==> config.mk <==
export PLATFORM = sky130hd
export DESIGN_NAME = rr_load_sched
export DESIGN_NICKNAME = d
export VERILOG_FILES = /design/src/rtl/rr_load_pkg.sv /design/src/rtl/rr_pick.sv /design/src/rtl/rr_load_sched.sv
export SDC_FILE = /design/constraint.sdc
export NUM_CORES = 1
export LEC_CHECK = 0
export CORE_MARGIN = 5
export CORE_UTILIZATION = 45
export CTS_CLUSTER_SIZE = 8
export DETAILED_ROUTE_END_ITERATION = 12
export DONT_BUFFER_PORTS = 1
export GPL_TIMING_DRIVEN = 0
export SYNTH_ARGS = -nofsm -noshare
export SYNTH_HDL_FRONTEND = slang
export SYNTH_SLANG_ARGS = --single-unit
==> constraint.sdc <==
create_clock -name clk -period 3.2 [get_ports clk]
set_clock_uncertainty 0.1 [all_clocks]
set_input_delay 0.64 -clock clk [delete_from_list [all_inputs] [get_ports clk]]
set_output_delay 0.64 -clock clk [all_outputs]
set_load 0.02 [all_outputs]
==> src/rtl/rr_load_pkg.sv <==
// Shared types and constants for the round-robin load scheduler and related arbiters.
package rr_load_pkg;

    typedef enum logic [1:0] {
        IDLE = 2'd0,
        LOAD = 2'd1,
        ACK  = 2'd2
    } state_e;

    localparam logic [1:0] PE_LOAD = 2'b11;
    localparam logic [1:0] PE_HOLD = 2'b00;

endpackage

==> src/rtl/rr_pick.sv <==
// Combinational round-robin picker: the first set request at or above ptr, wrapping modulo N.
module rr_pick #(
    parameter int N  = 4,
    parameter int IW = (N > 1) ? $clog2(N) : 1
) (
    input  logic [N-1:0]  req_i,
    input  logic [IW-1:0] ptr_i,
    output logic [N-1:0]  onehot_o,
    output logic [IW-1:0] idx_o,
    output logic          valid_o
);

    always_comb begin
        int cand;
        // NOTE: every output gets a default first, so no path through this block can infer a latch.
        idx_o   = '0;
        valid_o = |req_i;
        // Scan from the farthest offset to the nearest, so the requester closest to ptr is written last.
        for (int off = N - 1; off >= 0; off--) begin
            cand = int'(ptr_i) + off;
            if (cand >= N) cand = cand - N;
            if (req_i[cand]) idx_o = IW'(cand);
        end
        onehot_o = valid_o ? (N'(1) << idx_o) : '0;
    end

endmodule

==> src/rtl/rr_load_sched.sv <==
// Round-robin scheduler that owns the PE/D inputs of one shared parallel-load register.
// Optional build macro RR_LOAD_SCHED_LOCK_EN adds a per-requester lock input that pins the pointer.
module rr_load_sched
    import rr_load_pkg::*;
#(
    parameter int N = 4,
    parameter int W = 4
) (
    input  logic           clk,
    input  logic           r,
    input  logic [N-1:0]   req,
    input  logic [N*W-1:0] din,
`ifdef RR_LOAD_SCHED_LOCK_EN
    input  logic [N-1:0]   lock,
`endif
    output logic [N-1:0]   gnt,
    output logic [N-1:0]   ack,
    output logic [1:0]     pe,
    output logic [W-1:0]   d,
    output logic [W-1:0]   shadow,
    output logic           busy
);

    localparam int IW = (N > 1) ? $clog2(N) : 1;

    state_e        state_q,  state_d;
    logic [IW-1:0] ptr_q,    ptr_d;
    logic [IW-1:0] win_q,    win_d;
    logic [N-1:0]  gnt_q,    gnt_d;
    logic [N-1:0]  ack_q,    ack_d;
    logic [1:0]    pe_q,     pe_d;
    logic [W-1:0]  data_q,   data_d;
    logic [W-1:0]  shadow_q, shadow_d;
    logic          busy_q,   busy_d;

    logic [N-1:0]  pick_oh;
    logic [IW-1:0] pick_idx;
    logic          pick_valid;
    logic [IW-1:0] ptr_adv;

    rr_pick #(.N(N), .IW(IW)) u_pick (
        .req_i    (req),
        .ptr_i    (ptr_q),
        .onehot_o (pick_oh),
        .idx_o    (pick_idx),
        .valid_o  (pick_valid)
    );

    assign ptr_adv = (int'(win_q) == N - 1) ? '0 : win_q + IW'(1);

    always_comb begin
        state_d  = state_q;
        ptr_d    = ptr_q;
        win_d    = win_q;
        gnt_d    = '0;
        ack_d    = '0;
        pe_d     = PE_HOLD;
        data_d   = data_q;
        shadow_d = shadow_q;
        case (state_q)
            IDLE: begin
                if (pick_valid) begin
                    state_d = LOAD;
                    win_d   = pick_idx;
                    gnt_d   = pick_oh;
                    pe_d    = PE_LOAD;
                    data_d  = din[int'(pick_idx)*W +: W];
                end
            end
            LOAD: begin
                state_d  = ACK;
                ack_d    = gnt_q;
                shadow_d = data_q;
                ptr_d    = ptr_adv;
`ifdef RR_LOAD_SCHED_LOCK_EN
                // A locked winner keeps the pointer on itself so it wins again while it requests.
                if (lock[win_q]) ptr_d = win_q;
`endif
            end
            ACK:     state_d = IDLE;
            default: state_d = IDLE;
        endcase
        busy_d = (state_d != IDLE);
    end

    always_ff @(posedge clk) begin
        if (r) begin
            state_q  <= IDLE;
            ptr_q    <= '0;
            win_q    <= '0;
            gnt_q    <= '0;
            ack_q    <= '0;
            pe_q     <= PE_HOLD;
            data_q   <= '0;
            shadow_q <= '0;
            busy_q   <= 1'b0;
        end else begin
            // NOTE: non-blocking assignments make every register sample pre-edge values, in any order.
            state_q  <= state_d;
            ptr_q    <= ptr_d;
            win_q    <= win_d;
            gnt_q    <= gnt_d;
            ack_q    <= ack_d;
            pe_q     <= pe_d;
            data_q   <= data_d;
            shadow_q <= shadow_d;
            busy_q   <= busy_d;
        end
    end

    assign gnt    = gnt_q;
    assign ack    = ack_q;
    assign pe     = pe_q;
    assign d      = data_q;
    assign shadow = shadow_q;
    assign busy   = busy_q;

endmodule

# ---- Word level (Yosys, flattened, before mapping)
# Cells that the tools add are included.
dict set report word_totals {
  in_bits 22
  reg_bits 25
  word_cells 63
  output_inout_bits 19
}
dict set report op_classes {
  n_mux 24
  eq_ne 2
  n_addsub 8
  bitwise 3
  reduce_logical 7
  magnitude_cmp 8
  n_shift 2
}
# operator n
set ops {}
lappend ops {{$lt 32x4->1 const B} 4}
lappend ops {{$mux 32} 4}
lappend ops {{$ge 32x4->1 const B} 3}
lappend ops {{$sub 32x4->32 const B} 3}
lappend ops {{$shiftx 16x5->4} 1}
lappend ops {{$mux 2} 7}
lappend ops {{$bmux 1 s2} 4}
lappend ops {{$mux 1} 8}
lappend ops {{$add 2x2->3 const B} 2}
lappend ops {{$eq 2x1->1 const B} 2}
lappend ops {{$pmux 2 s2} 1}
lappend ops {{$reduce_or 2->1} 2}
lappend ops {{$reduce_or 4->1} 1}
lappend ops {{$shl 1x2->4 const A} 1}
lappend ops {{$sub 2x3->4 const B} 1}
lappend ops {{$add 2x1->3 const B} 1}
lappend ops {{$ge 2x3->1 const B} 1}
lappend ops {{$not 1->1} 3}
lappend ops {{$reduce_or 3->1} 1}
lappend ops {{$add 2x1->2 const B} 1}
lappend ops {{$logic_not 2->1} 1}
lappend ops {{$reduce_and 2->1} 1}
lappend ops {{$reduce_bool 2->1} 1}

# ---- Depth between registers and ports, before layout
# Gate-level depths: netlist (run 1).
dict set report depth {
  depth_word 11
  depth_mapped 6
  ltp_nobuf 5
}

# ---- Hierarchy
# A second synthesis (run 1) with hierarchy kept.
dict set report hier_totals {
  cells_unflattened 110
  hier_area_um2 1107.3
}
# module seq_area_each_um2 area_per_inst_um2 n_inst cells_per_inst
set modules_own_cells {}
lappend modules_own_cells {rr_load_sched 480.5 897.1 1 81}
lappend modules_own_cells {rr_pick 0.0 210.2 1 29}

# ---- Worst setup path before layout (run 1)
# OpenSTA, ideal clock, no wires.
dict set report synth_timing {
  path_kind {input to register}
  startpoint {input req[1]}
  endpoint {register data_q[0], in the netlist d[0]}
  arrival_ps 1529
  slack_ps 1438
  t_required_ps 2967
  setup_ps 133
  cell_stages 4
  n_path_buf 0
  path_cell_list {o41ai_4 > nor2_2 > nand2_2 > o221ai_1}
}
dict set report synth_between {
  elab_chain_len 8
  elab_cells_between_ends 19
  cone_classes {1 x shift; 16 x mux; 2 x reduce/logical}
}
# item line_no
set synth_rtl {}
lappend synth_rtl {{start, declared} rr_load_sched.sv:11} ;# input logic [N-1:0] req,
lappend synth_rtl {{$bmux 1 s2} rr_pick.sv:22} ;# if (req_i[cand]) idx_o = IW'(cand);
lappend synth_rtl {{$mux 1 (not written as such) (2 in a row)} rr_pick.sv:22}
lappend synth_rtl {{$mux 2 (4 in a row)} rr_pick.sv:22}
lappend synth_rtl {{$shiftx 16x5->4} rr_load_sched.sv:67} ;# data_d = din[int'(pick_idx)*W +: W];
lappend synth_rtl {{end signal, assigned} rr_load_sched.sv:105} ;# data_q <= data_d;
lappend synth_rtl {{end, declared} rr_load_sched.sv:32} ;# logic [W-1:0] data_q, data_d;
# Parallel ways exist; a longest one is shown, timed or not. The select of a mux whose other input is x is not followed.
# A chain may end at the register's enable or synchronous reset.

# ---- Final worst setup path (run 1)
dict set report layout_timing {
  startpoint {register ptr_q[1]}
  endpoint {register data_q[2], in the netlist d[2]}
}
dict set report layout_between {
  elab_chain_len 11
  elab_cells_between_ends 32
  cone_classes {7 x add/sub; 4 x order compare; 1 x shift; 20 x mux}
}
# item line_no
set layout_rtl {}
lappend layout_rtl {{start, declared} rr_load_sched.sv:27} ;# logic [IW-1:0] ptr_q, ptr_d;
lappend layout_rtl {{start signal, assigned} rr_load_sched.sv:100} ;# ptr_q <= ptr_d;
lappend layout_rtl {{$add 2x2->3} rr_pick.sv:20} ;# cand = int'(ptr_i) + off;
lappend layout_rtl {{$sub 32x4->32 / $ge 32x4->1 (equally long branches)} rr_pick.sv:21} ;# if (cand >= N) cand = cand - N;
lappend layout_rtl {{$mux 32} rr_pick.sv:21}
lappend layout_rtl {{$bmux 1 s2} rr_pick.sv:22}
lappend layout_rtl {{$mux 1 (not written as such) (2 in a row)} rr_pick.sv:22}
lappend layout_rtl {{$mux 2 (3 in a row)} rr_pick.sv:22}
lappend layout_rtl {{$mux 2 (*)} rr_pick.sv:22}
lappend layout_rtl {{$shiftx 16x5->4 (*)} rr_load_sched.sv:67}
# Mark *: on every way between the ends. The rest lies on a longest branch, timed or not. The select of a mux whose other input is x is not followed.

==> results of run 1 <==
[final cells by class]
cell class              count  area [µm²]  area share [%]
multi-input cells          66         454            43.6
well taps                  27        33.8            3.24
plain buffers               4        26.3            2.52
clock buffers               4        36.3            3.48
flip-flops and latches     24         480            46.1
inverters                   3        11.3            1.08
[path summary, 6_finish.rpt]
path         startpoint         end  slack [ns]  cells after the start
max            ptr_q[1]        d[2]        1.48                      5
min                   r  state_q[0]        0.31                      1
max reg2reg    ptr_q[1]        d[2]        1.48                      5
min reg2reg    win_q[1]    win_q[1]        0.42                      2
[synthesized netlist by cell type (2+ instances only)]
cell type and count:
a21oi_1 10, and2_1 4, clkbuf_1 2, dfxtp_1 24, inv_1 3, mux2i_1 11
nand2_1 10, nand2b_1 2, nand3b_1 4, nor2_1 11, o221ai_1 4
[layer usage]
layer	share of wire, %	up-vias	GRT usage, %
met5	0	-	0
met1	44	306	16.1
met4	1.1	0	5.08
li1	-	345	-
met2	41	34	18.3
met3	13	5	6.65
[critical path: stages, from the launching register on]
cell and delay (ns):
dfxtp_1 0.48, mux2i_1 0.21, nor2_1 0.06, a311oi_2 0.36
nand2b_2 0.26, o221ai_1 0.12
[cells by family (layout without fill, tap and decap cells)]
logic type / after synthesis / count (layout) / share of synthesized area (%)
buffers and inverters: 7 / 11 / 3.86
muxes: 11 / 11 / 11.3
AOI/OAI and AO/OA: 18 / 18 / 15.7
adders and majority gates: 1 / 1 / 1.29
DFF: 24 / 24 / 49.4
and+or+nand+nor: 36 / 36 / 18.4
[stage by stage]
stage | total power [µW] | hold WS [ns] | setup WS [ns] | cell area [µm²] | utilization (%)
6_report | 600 | 0.310 | 1.48 | 1040 | 52.1
5_1_grt | 633 | 0.291 | 1.38 | 1040 | 52.1
4_1_cts | 607 | 0.302 | 1.48 | 1040 | 52.1
3_5_place_dp | 453 | 0.396 | 1.20 | 1010 | 50.2
3_3_place_gp | 451 | 0.387 | 1.21 | 1010 | 50.2
2_1_floorplan | 433 | 0.368 | 1.44 | 972 | -
[flip-flops by register name (all words and copies together) (netlist names)]
| register | cells |
|---|---|
| pe | 1 |
| win_q | 2 |
| state_q | 2 |
| gnt | 4 |
| busy | 1 |
| d | 4 |
| shadow | 4 |
| ptr_q | 2 |
| ack | 4 |
[layout by cell type (no fill, tap or decap)]
| cell | instances |
|---|---|
| nand2_2 | 1 |
| buf_6 | 1 |
| o21ai_1 | 1 |
| nor2_2 | 1 |
| nand2b_2 | 1 |
| a21oi_1 | 10 |
| nand3b_1 | 4 |
| dfxtp_1 | 24 |
| o41ai_4 | 1 |
| buf_4 | 1 |
| a311oi_2 | 1 |
| nor3_1 | 1 |
| nand2b_1 | 2 |
| nor2_1 | 11 |
| clkbuf_8 | 1 |
| nand2_1 | 10 |
| clkbuf_1 | 2 |
| mux2i_1 | 11 |
| inv_1 | 3 |
| and2_1 | 4 |
| clkbuf_4 | 3 |
| nor2b_1 | 1 |
| ha_1 | 1 |
| o2bb2a_4 | 1 |
| o221ai_1 | 4 |
[power by group]
part	internal [µW]	total [µW]	switching, µW
clock network	69.4	155	85.1
registers	322	358	36.8
logic	39.0	86.7	47.6
==> summary.md, run 1 <==
| Metric | Value |
|---|---|
| Pins Over Slew Limit | `0` |
| Vias in the first global route | `678` |
| Fmax | `582 MHz` |
| Global route overflow | `0` |
| CTS sink count | `24` |
| Core footprint | `2000 µm²` |
| Initial DRC count | `7` |
| Yosys top cell by area | `dfxtp_1` |
| Via count | `690` |
| I/O pin total | `41` |
| Min cycle time layout | `1.72 ns` |
| Largest net degree at the start of global routing | `14` |
| Fill cells | `197` |
| ANT nets after route | `0` |
| Yosys reg bits | `24` |
| Antenna diodes | `0` |
| CP Launch Type | `register` |
| Detailed Routing Iterations Pass 1 | `4` |
| Placed Cells | `124` |
| Vias per std cell | `5.39` |
| Top cell type's share of synthesized area | `49.4%` |
| Final hold vios | `0` |
| Final std cells w/o fill | `128` |
| Final period utilization | `53.7%` |
| Number of distinct library cells after synthesis | `23` |
| All-layer global routing usage | `12.8%` |
| Num rows | `16` |
| Critical Path Fanout Max | `6` |
| Initial antenna violation count | `0` |
| Syn Inst Count | `97` |
| Inserted Clock Buffers | `3` |
| Setup violators final | `0` |
| Die area | `3190 µm²` |
| Post-DP HPWL | `1510 µm` |
| Post-CTS Setup Bufs | `0` |
| Cell leakage power | `0.000397 µW` |
| Mapped Area | `972 µm²` |
| Synth warn | `0` |
| Worst-Margin Slew | `0.671 ns` |
| TritonCTS clock tree | `done` |
| Starting Density | `48.6%` |
| Layout cell share with drive strength beyond 1 | `11.9%` |
| CTS Hold Bufs | `0` |
| Status | `complete, no violations` |
| Critical Path Sink Type | `register` |
| Count of input and output buffers | `0` |
| Slew HR | `55.1%` |
| Largest cells by area after synthesis | `dfxtp_1 49%, mux2i_1 11%, a21oi_1 5.1%, nor2_1 4.2%, nand2_1 3.9%` |
| Worst-Skew Late Latency | `0.31 ns` |
| Nets@finish | `125` |
| Pwr dens | `575 nW/µm²` |
| Top FF cell, synth | `dfxtp_1` |
| Root Buffer | `clkbuf_4` |
| EDFF count, synth | `0` |
| Drt drc | `0` |
| Syn avg cell area | `10.0 µm²` |
| Worst IR Drop VDD | `266 µV` |
| Area growth from synthesis to layout | `7.21%` |
| Final Wtd Congestion | `0.710` |
| Crit path DAT | `1.81 ns` |
| Clock Tree Buf Depth | `2` |
| Syn nets | `120` |
| Hold WC Path Type | `in -> reg` |
| Clk pin slew, worst setup/hold paths | `0.13 ns` |
| Die width | `56.5 µm` |
| DRT Wirelength | `1970 µm` |
| Setup CP Type | `reg -> reg` |
| Routed WL per cell | `15.4 µm` |
| CP required | `3.29 ns` |
| RSZ-0062 raised after global routing | `no` |
| Seq/Total Area, Yosys | `49.4%` |
| Setup_tns | `0 ns` |
| DIE HEIGHT | `56.5 µm` |
| Maxcap violations | `0` |
| H-Tree Depth | `1` |
| Post_cts resized | `0` |
| First-pass GRT wire length | `3210 µm` |
| Ys async rst share | `0%` |
Note: power is estimated with default switching activity, not from simulation.
==> inputs of run 2 (changes only) <==
- clock period: 3.2 -> 1.4 ns (I/O delays scaled with it)
==> summary.md, run 2 (same netlist as run 1, synthesis figures left out) <==
| Metric | Value |
|---|---|
| Via count | `730 (+5.8%)` |
| Drt drc | `0 (unchanged)` |
| Commonest cells after routing, fill and taps aside | `21 x dfxtp_1, 10 x nand2_1, 9 x mux2i_1, 9 x nor2_1` |
| Final WS setup | `-0.123 ns (-1.60 ns)` |
| Die width | `56.5 µm (unchanged)` |
| Min cycle time layout | `1.52 ns (-0.195 ns)` |
| Final Instance Area | `1220 µm² (+17%)` |
| Routed WL per cell | `15.0 µm (-2.3%)` |
| CP Launch Type | `register` |
| Vias per std cell | `5.29 (-1.9%)` |
| First-pass GRT wire length | `3160 µm (-1.5%)` |
| Worst-Skew Late Latency | `0.31 ns (about the same)` |
| Largest net degree at the start of global routing | `15 (+1)` |
| I/O pin total | `41 (unchanged)` |
| Num rows | `16 (unchanged)` |
| Worst IR Drop VDD | `1190 µV (+350%)` |
| H-Tree Depth | `1 (unchanged)` |
| Final Wtd Congestion | `0.701 (-1.2%)` |
| Nets@finish | `135 (+8.0%)` |
| Final period utilization | `109% (+55 points)` |
| All-layer global routing usage | `12.7% (-0.15 points)` |
| Global route overflow | `0 (unchanged)` |
| DRT Wirelength | `2070 µm (+5.3%)` |
| Worst-Margin Slew | `0.439 ns (-0.232 ns)` |
| Inserted Clock Buffers | `3 (unchanged)` |
| Cell leakage power | `0.000480 µW (+21%)` |
| Pwr dens | `1310 nW/µm² (+130%)` |
| Antenna diodes | `0 (unchanged)` |
| Placement Setup Slack | `-0.251 ns (-1.45 ns)` |
| Starting Density | `48.6% (unchanged)` |
| Count of input and output buffers | `0 (unchanged)` |
| Initial DRC count | `19 (+12)` |
| Initial antenna violation count | `0 (unchanged)` |
| Violated checks | `setup timing` |
| CTS sink count | `24 (unchanged)` |
| Root Buffer | `clkbuf_4` |
| Final hold vios | `0 (unchanged)` |
| Area growth from synthesis to layout | `25.7%` |
| R2r setup slk | `-0.12 ns (-1.60 ns)` |
| CP required | `1.49 ns (-1.80 ns)` |
| Detailed Routing Iterations Pass 1 | `4 (unchanged)` |
| Vias in the first global route | `648 (-4.4%)` |
| Clock Tree Buf Depth | `2 (unchanged)` |
| Clk pin slew, worst setup/hold paths | `0.11 ns (-0.02 ns)` |
| Fmax | `656 MHz (+13%)` |
| Crit path DAT | `1.62 ns (-0.19 ns)` |
| TritonCTS clock tree | `done` |
| Die area | `3190 µm² (unchanged)` |
| Hold WC Path Type | `in -> reg` |
| Slew HR | `70.7% (+16 points)` |
| Pins Over Slew Limit | `0 (unchanged)` |
| Critical Path Fanout Max | `6 (unchanged)` |
| ANT nets after route | `0 (unchanged)` |
| Placed Area | `1010 µm² (+0.62%)` |
| Setup violators final | `5 (+5)` |
| DIE HEIGHT | `56.5 µm (unchanged)` |
| Total power | `1600 µW (+170%)` |
| Post-layout util | `61.1% (+9.0 points)` |
| Status | `finished, violations left` |
| Core footprint | `2000 µm² (unchanged)` |
| Setup CP Type | `reg -> reg` |
| Critical Path Sink Type | `register` |
| Maxcap violations | `0 (unchanged)` |
| RSZ-0062 raised after global routing | `yes` |
| Commonest non-fill, non-tap cell in the layout | `dfxtp_1` |
| Layout cell share with drive strength beyond 1 | `30.6% (+19 points)` |
| WHS | `0.0748 ns (-0.235 ns)` |
| Post-DP HPWL | `1480 µm (-1.6%)` |
## run 2: layout make-up
cell class,instances,area [µm²]
Multi-Input combinational cell,66,508
Timing Repair Buffer,10,93.8
Tap cell,27,33.8
Clock buffer,3,22.5
Clock inverter,1,30.0
Sequential cell,24,487
Inverter,3,11.3
Buffer,4,36.3
Fill cell,172,779
## run 2: worst paths after layout
kind | startpoint | endpoint | cells past startpoint
min | din[2] | d[2] | 2
max reg2reg | ptr_q[1] | d[1] | 6
min reg2reg | win_q[1] | win_q[1] | 2
max | ptr_q[1] | d[1] | 6
## run 2: power breakdown
part	internal, µW	switching, µW
Combinational	157	135
Clock	290	194
Sequential	736	85.3
Total	1180	415
## run 2: metal layers
layer	part of all wire, %	GRT usage, %
met2	48	20.1
met5	0	0
met1	41	15.6
met3	9.5	4.13
met4	0.97	5.08
## run 2: per-stage QoR
stage          TNS (ns)  std cells
2_1_floorplan   -0.0866         97
6_report         -0.436        138
3_5_place_dp      -1.71        124
3_3_place_gp      -1.45        124
4_1_cts          -0.420        133
5_1_grt          -0.799        138
## run 2: worst max-delay path: stages, from the launching register on
cell and delay [ns]:
dfxtp_4 0.40, mux2i_1 0.18, nor2_1 0.07, a311oi_2 0.19
buf_4 0.18, nand2b_4 0.18, o221ai_1 0.12
## run 2: repair_timing
action                     in CTS  in global routing
setup endpoints to repair       8                 11
hold buffers                    1                  0
hold endpoints to repair        2                  0
buffers inserted                4                  5
gates resized for setup         6                 14
pin swaps                       3                  9
